<file path="src/rtl/stream_pack.sv">
// Packs PACK_N narrow input beats into one wide valid/ready output word.
// An accepted a_last closes a partially filled word early.
module stream_pack_lane #(
  parameter int DATA_W = 8
) (
  input  logic              clk,
  input  logic              nrst,
  input  logic              wr,
  input  logic              clr,
  input  logic [DATA_W-1:0] d,
  output logic [DATA_W-1:0] q
);
  logic [DATA_W-1:0] lane_q, lane_d;

  always_comb begin
    lane_d = lane_q;
    if (wr)       lane_d = d;
    else if (clr) lane_d = '0;
  end

  always_ff @(posedge clk or negedge nrst) begin
    if (!nrst) lane_q <= '0;
    else       lane_q <= lane_d;
  end

  assign q = lane_q;
endmodule

module stream_pack #(
  parameter int DATA_W = 8,
  parameter int PACK_N = 4
) (
  input  logic                         clk,
  input  logic                         nrst,
  input  logic [DATA_W-1:0]            a_data,
  input  logic                         a_valid,
  output logic                         a_ready,
  input  logic                         a_last,
  output logic [PACK_N*DATA_W-1:0]     b_data,
  output logic [$clog2(PACK_N+1)-1:0]  b_count,
  output logic                         b_last,
  output logic                         b_valid,
  input  logic                         b_ready
);
  localparam int CNT_W  = $clog2(PACK_N+1);
  localparam int IDX_W  = (PACK_N > 1) ? $clog2(PACK_N) : 1;
  localparam bit SINGLE = (PACK_N == 1);

  typedef enum logic {FILL, HOLD} state_e;

  state_e                         state_q, state_d;
  logic [IDX_W-1:0]               idx_q, idx_d;
  logic [CNT_W-1:0]               count_q, count_d;
  logic                           last_q, last_d;
  logic                           in_acc, out_acc;
  logic [PACK_N-1:0]              lane_wr, lane_clr;
  logic [PACK_N-1:0][DATA_W-1:0]  lane_q;

  assign b_valid = (state_q == HOLD);
  // HOLD passes b_ready straight through so a word can drain and refill in one cycle
  assign a_ready = nrst & ((state_q == FILL) | b_ready);
  assign in_acc  = a_valid & a_ready;
  assign out_acc = b_valid & b_ready;

  always_comb begin
    lane_wr  = '0;
    lane_clr = '0;
    for (int k = 0; k < PACK_N; k++) begin
      if (state_q == FILL) lane_wr[k] = in_acc & (idx_q == IDX_W'(k));
      else                 lane_wr[k] = in_acc & (k == 0);
      lane_clr[k] = out_acc & ~lane_wr[k];
    end
  end

  for (genvar g = 0; g < PACK_N; g++) begin : g_lane
    stream_pack_lane #(.DATA_W(DATA_W)) u_lane (
      .clk  (clk),
      .nrst (nrst),
      .wr   (lane_wr[g]),
      .clr  (lane_clr[g]),
      .d    (a_data),
      .q    (lane_q[g])
    );
  end

  assign b_data  = lane_q;
  assign b_count = count_q;
  assign b_last  = last_q;

  always_comb begin
    state_d = state_q;
    idx_d   = idx_q;
    count_d = count_q;
    last_d  = last_q;
    case (state_q)
      FILL: begin
        if (in_acc) begin
          count_d = CNT_W'(idx_q) + CNT_W'(1);
          if (idx_q == IDX_W'(PACK_N-1) || a_last) begin
            state_d = HOLD;
            last_d  = a_last;
            idx_d   = '0;
          end else begin
            idx_d = idx_q + IDX_W'(1);
          end
        end
      end
      HOLD: begin
        if (out_acc) begin
          if (in_acc) begin
            count_d = CNT_W'(1);
            if (SINGLE || a_last) begin
              last_d = a_last;
            end else begin
              state_d = FILL;
              last_d  = 1'b0;
              idx_d   = IDX_W'(1);
            end
          end else begin
            state_d = FILL;
            count_d = '0;
            last_d  = 1'b0;
            idx_d   = '0;
          end
        end
      end
      default: state_d = FILL;
    endcase
  end

  always_ff @(posedge clk or negedge nrst) begin
    if (!nrst) begin
      state_q <= FILL;
      idx_q   <= '0;
      count_q <= '0;
      last_q  <= 1'b0;
    end else begin
      state_q <= state_d;
      idx_q   <= idx_d;
      count_q <= count_d;
      last_q  <= last_d;
    end
  end
endmodule

</file>
<file path="config.mk">
export PLATFORM = sky130hd
export DESIGN_NAME = stream_pack
export DESIGN_NICKNAME = d
export VERILOG_FILES = /design/src/rtl/stream_pack.sv
export SDC_FILE = /design/constraint.sdc
export NUM_CORES = 1
export LEC_CHECK = 0
export CAP_MARGIN = 20
export CORE_MARGIN = 3
export CORE_UTILIZATION = 29
export DETAILED_ROUTE_END_ITERATION = 8
export HOLD_SLACK_MARGIN = 0.03
export PLACE_DENSITY = 0.63
export SYNTH_ARGS = -nofsm -noshare
export SYNTH_HDL_FRONTEND = slang
export SYNTH_HIERARCHICAL = 1
export SYNTH_SLANG_ARGS = --single-unit
</file>
<file path="constraint.sdc">
create_clock -name clk -period 3.2 [get_ports clk]
set_input_delay 0.48 -clock clk [delete_from_list [all_inputs] [get_ports clk]]
set_output_delay 0.48 -clock clk [all_outputs]
set_load 0.01 [all_outputs]
</file>
### Word-level counts from Yosys, hierarchy flattened

Index checks and enable logic that the tools add are counted.

| storage, ports and cells | value |
|---|---|
| register bits | 39 |
| output and inout bits | 38 |
| word-level logic and storage cells | 75 |

| operators by class | value |
|---|---|
| add/subtract/negate cells | 2 |
| eq/ne operators | 7 |
| muxes and demuxes | 32 |
| bitwise gates (word level) | 17 |
| reduce and logical (&&, ||, !) cells | 9 |

Operators by type and width:

| kind | number |
|---|---|
| 8-bit two-way mux | 8 |
| 1-bit two-way mux | 13 |
| 1-bit AND | 11 |
| 2-bit two-way mux | 5 |
| 2-bit nonzero test | 4 |
| 3-bit two-way mux | 2 |
| 3-bit one-hot mux with 2 select lines | 1 |
| 3-bit AND reduction | 2 |
| 1-bit inverter | 5 |
| 2-bit == test (second input constant) | 2 |
| 2-bit by 1-bit != test with 1-bit output (second input constant) | 2 |
| 1-bit one-hot mux with 2 select lines | 2 |
| 2-bit one-hot mux with 2 select lines | 1 |
| 2-bit by 1-bit adder with 3-bit output (second input constant) | 1 |
| 3-bit != test (second input constant) | 1 |
| 2-bit by 1-bit adder with 2-bit output (second input constant) | 1 |
| 2-bit by 1-bit == test with 1-bit output (second input constant) | 1 |
| 2-bit zero test | 1 |
| 2-bit != test (second input constant) | 1 |
| 2-bit AND reduction | 1 |
| 1-bit logical OR | 1 |
| 1-bit bitwise OR | 1 |

### Depth between registers and ports, before layout

| logic depth | value |
|---|---|
| depth after elaboration | 10 |
| gate-level depth with buffers | 7 |

### By module

Netlist, hierarchy kept.

Modules (own cells, without submodules):

| module | instances | cells an instance | area each (sq um) |
|---|---|---|---|
| stream_pack_lane | 4 | 18 | 301.5 |
| stream_pack | 1 | 55 | 499.2 |

### Worst setup path after synthesis

Ideal clock, no wire load.

| path | value |
|---|---|
| kind | input to register |
| from | input port a_valid |
| to | register g_lane[1].u_lane.lane_q[0] |
| setup time | 65 ps |
| data arrival time | 1,483 ps |
| slack | 1,651 ps |
| cell stages on the path | 7 |
| buffers on the path | 3 |
| path through | buf_4 -> and3b_1 -> buf_6 -> and2_2 -> buf_6 -> nor2_8 -> a22o_1 |

| on the way | value |
|---|---|
| word-level cells in the longest chain between the ends | 6 |
| elaborated cells on any way between the ends | 7 |

Ends and longest elaborated chain:

| what | RTL line | text |
|---|---|---|
| start: declaration | 36 | `input logic a_valid,` |
| 1-bit AND (*) | 62 | `assign in_acc = a_valid & a_ready;` |
| 1-bit AND (*) | 69 | `if (state_q == FILL) lane_wr[k] = in_acc & (idx_q == IDX_W'(k));` |
| 1-bit two-way mux (*) | 69 |  |
| via lane_wr[1] | 56 | `logic [PACK_N-1:0] lane_wr, lane_clr;` |
| 1-bit inverter | 71 | `lane_clr[k] = out_acc & ~lane_wr[k];` |
| 1-bit AND | 71 |  |
| 2-bit nonzero test (no source line) | - |  |
| end signal: assignment | 23 | `else lane_q <= lane_d;` |
| end: declaration | 13 | `logic [DATA_W-1:0] lane_q, lane_d;` |

Mark *: on every way through the listed nets, which the timed path passes. The rest lies on a longest branch.
A chain may end at the register's enable or synchronous reset.

### Worst setup path in the final report

| path | value |
|---|---|
| from | input port b_ready |
| to | output port a_ready |

| on the way | value |
|---|---|
| word-level cells in the longest chain between the ends | 2 |

Ends and longest elaborated chain:

| what | RTL line | text |
|---|---|---|
| start: declaration | 43 | `input logic b_ready` |
| 1-bit bitwise OR | 61 | `assign a_ready = nrst & ((state_q == FILL) \| b_ready);` |
| 1-bit AND | 61 |  |
| end: declaration | 37 | `output logic a_ready,` |

Every way passes these cells.

==> flow_metrics.env <==
export IMPL_seqPwrFrac=0.456
export IMPL_finalNetCount=195
export IMPL_post_route_cells_drive_above_1_share=0.117
export IMPL_cts_sink_count=39
export IMPL_drc_errors=0
export IMPL_worst_path_dominant_cell_family="buffers and inverters"
export IMPL_grt_first_pass_wirelength_um=6530
export IMPL_yosys_area_share_adder=0.0293
export IMPL_cp_slowest_cell="sky130_fd_sc_hd__clkdlybuf4s50_1"
export IMPL_track_usage=0.128
export IMPL_fin_crit_ps=2350
export IMPL_postCtsSetupBuffers=0
export IMPL_crit_buf_inv=2
export IMPL_post_synth_mux_area_share=0.00587
export IMPL_cts_resized=0
export IMPL_cp_startpoint="b_ready"
export IMPL_syn_inst=127
export IMPL_hp_class="in -> async"
export IMPL_synth_most_common_cell="sky130_fd_sc_hd__dfrtp_1"
export IMPL_final_replace_weighted_congestion=0.737
export IMPL_p_int_mw=1.05
export IMPL_compound_gate_portion_of_the_synthesized_area=0.230
export IMPL_grt_overflow_total=0
export IMPL_crit_fanout=7
export IMPL_timing_clock_skew_ps=8.58
export IMPL_h_tree_depth=2
export IMPL_pre_cts_slack_ps=862
export IMPL_postCtsHoldBufs=0
export IMPL_max_vdd_ir_drop_mv=0.286
export IMPL_setup_total_negative_slack_ps=0
export IMPL_critPathRequiredTime_ps=2720
export IMPL_path_clk_slew_ps=70
export IMPL_synth_area_leaders="sky130_fd_sc_hd__dfrtp_1 57%, sky130_fd_sc_hd__a22o_1 16%, sky130_fd_sc_hd__nor2_8 4.7%, sky130_fd_sc_hd__buf_6 4.0%, sky130_fd_sc_hd__ha_1 2.9%"
export IMPL_routed_wl_um=4140
export IMPL_synthesis_area_mm2=0.00171
export IMPL_async_reset_ff_frac=1.00
export IMPL_vias=1249
export IMPL_swShare=0.300
export IMPL_detailedPlacementHpwl_um=2940
export IMPL_final_number_of_hold_violating_endpoints=0
export IMPL_synth_xor_xnor_area_share=0
export IMPL_max_freq_mhz=425
export IMPL_netlist_cell_type_count=25
export IMPL_core_area_mm2=0.00561
export IMPL_timing_critical_path_mode_cell="sky130_fd_sc_hd__clkdlybuf4s50_1"
export IMPL_combPwrFrac=0.331
export IMPL_maximum_number_of_pins_on_one_net_before_global_route_repair=34
export IMPL_buffer_ports_inserted=50
export IMPL_crit_reg2reg_launch="b_valid"
export IMPL_timing_critical_path_to_type="primary output"
export IMPL_drtAntennaViolNets=0
export IMPL_antenna_violations_before_repair=0
export IMPL_initialDrtViolationCount=57
export IMPL_worstPathCellList="clkdlybuf4s50_1 > nand2b_1 > and2_2 > clkdlybuf4s50_1"
export IMPL_tritoncts_num_buffers=5
export IMPL_yosysWarnings=6
export IMPL_status="complete, no violations"
export IMPL_synth_fp_nets=144
export IMPL_drt_vias_per_instance=4.98
export IMPL_synth_yosys_seq_area_share=0.572
export IMPL_most_numerous_cell_types_in_the_synthesized_netlist="39 x sky130_fd_sc_hd__dfrtp_1, 32 x sky130_fd_sc_hd__a22o_1, 7 x sky130_fd_sc_hd__nand2_1"
export IMPL_dieArea_mm2=0.00684
export IMPL_relSlewSlack=0.686
export IMPL_power_share_clock=0.212
export IMPL_worstSetupEndpoint="a_ready"
export IMPL_count_of_tritonroute_iterations_in_the_first_routing_pass=4
export IMPL_synth_ff_latch_count=39
export IMPL_synth_top_cell_area_share=0.572
export IMPL_post_synth_cell_area_avg_um2=13.4
export IMPL_antennaDiodeCount=0
export IMPL_powerDensity_mw_per_mm2=647
export IMPL_slew_violations=0
export IMPL_cts_root_buffer_cell="sky130_fd_sc_hd__clkbuf_8"
export IMPL_initial_utilization=0.304
export IMPL_synth_flop_type="sky130_fd_sc_hd__dfrtp_1"
export IMPL_rsz0062_at_grt="false"
export IMPL_wl_per_cell_um=16.5
export IMPL_r2r_worst_path_cells=4
export IMPL_die_h_um=82.7
export IMPL_maxCapViolations=0
export IMPL_critPathMaxStageDelay_ps=570
export IMPL_dp_cells=243
export IMPL_netSwitchingPower_uw=449
export IMPL_grt_pass1_vias=1252
export IMPL_synth_top_family_by_area="compound AO/OA/AOI/OAI gates"
export IMPL_final_cell_count_no_fill=251
export IMPL_synth_largest_area_cell="sky130_fd_sc_hd__dfrtp_1"
export IMPL_layout_area_overhead_vs_synth_pct=35.5
export IMPL_start_kind="primary input"
export IMPL_period_share=0.736
export IMPL_rows=27
export IMPL_cp_data_arrival_time_ps=1870
export IMPL_tritoncts="yes"
export IMPL_synth_edff_count=0
export IMPL_final_setup_viol_count=0
export IMPL_worst_skew_late_latency_ps=290
export IMPL_synth_simple_gate_area_share=0.106
export IMPL_crit_reg2reg_capture="g_lane[3].u_lane/q[0]"
export IMPL_worstMarginPinSlew_ps=472
export IMPL_timing_hold_ws_ps=94.3
export IMPL_clock_path_buffers=2
export IMPL_timing_critical_path_depth=4
export IMPL_num_io_pins=51
export IMPL_r2r_slack_ps=1470
export IMPL_worst_slack_ps=846
export IMPL_leakage_nw=1.04
export IMPL_die_width_um=82.7
export IMPL_criticalPathCategory="in -> out"
## worst min-delay path by stage
stage | endpoint | start | depth (start not counted) | slack [ps]
global route | idx_q[1] | nrst | 1 | 100
global placement | idx_q[0] | nrst | 1 | 400
finish | b_count[1] | nrst | 1 | 90
floorplan | b_count[0] | nrst | 0 | 180
CTS | b_count[1] | nrst | 1 | 80
detailed placement | idx_q[1] | nrst | 1 | 400
## per-layer routing
layer,vias to the layer above,wire (um),track usage
met3,4,326,0.0325
met1,613,1940,0.176
li1,578,-,-
met5,-,0,0
met4,0,29,0.0343
met2,54,1840,0.199
## cells by family (layout without fill, tap and decap cells)
| family | count (synthesis) | after routing |
|---|---|---|
| buf+inv | 12 | 64 |
| flops | 39 | 39 |
| simple gates | 22 | 22 |
| mux | 1 | 1 |
| fa+ha+maj | 4 | 4 |
| compound gates | 49 | 49 |
## per-stage QoR
stage	cell area [um2]	total power [mW]	utilization
finish	2310	1.50	0.412
global route	2310	1.59	0.412
CTS	2310	1.52	0.412
detailed placement	2230	1.19	0.397
global placement	2230	1.19	0.397
floorplan	1710	0.902	-
## layout make-up
cell class,count,area (um2)
clock buffer,6,72.6
clock inverter,2,12.5
fill,559,3300
inverter,4,15.0
multi-input combinational,76,634
sequential,39,976
tap,72,90.1
timing repair buffer,52,510
## power groups by stage
| stage | clock network, mW | registers, mW | logic [mW] |
|---|---|---|---|
| finish | 0.317 | 0.682 | 0.496 |
| global route | 0.355 | 0.697 | 0.541 |
| CTS | 0.329 | 0.684 | 0.504 |
| detailed placement | 0 | 0.693 | 0.500 |
| global placement | 0 | 0.693 | 0.493 |
| floorplan | 0 | 0.727 | 0.175 |
## state kept, by name, indices dropped and copies added, names as in the netlist
register / cells
g_lane.u_lane/q: 32
b_last: 1
idx_q: 2
b_count: 3
b_valid: 1
## cell usage in the layout (no fill, tap or decap), types with 2 or more instances in the layout
cell type | netlist | routed
sky130_fd_sc_hd__clkdlybuf4s50_1 | 0 | 49
sky130_fd_sc_hd__a31oi_1 | 2 | 2
sky130_fd_sc_hd__dfrtp_1 | 39 | 39
sky130_fd_sc_hd__a21oi_1 | 5 | 5
sky130_fd_sc_hd__ha_1 | 4 | 4
sky130_fd_sc_hd__and2_2 | 4 | 4
sky130_fd_sc_hd__nand2_1 | 7 | 7
sky130_fd_sc_hd__a22o_1 | 32 | 32
sky130_fd_sc_hd__o21ai_0 | 6 | 6
sky130_fd_sc_hd__inv_1 | 4 | 4
sky130_fd_sc_hd__nor2_8 | 4 | 4
sky130_fd_sc_hd__clkbuf_8 | 0 | 5
sky130_fd_sc_hd__buf_4 | 1 | 2
(Power assumes the default switching activity.)
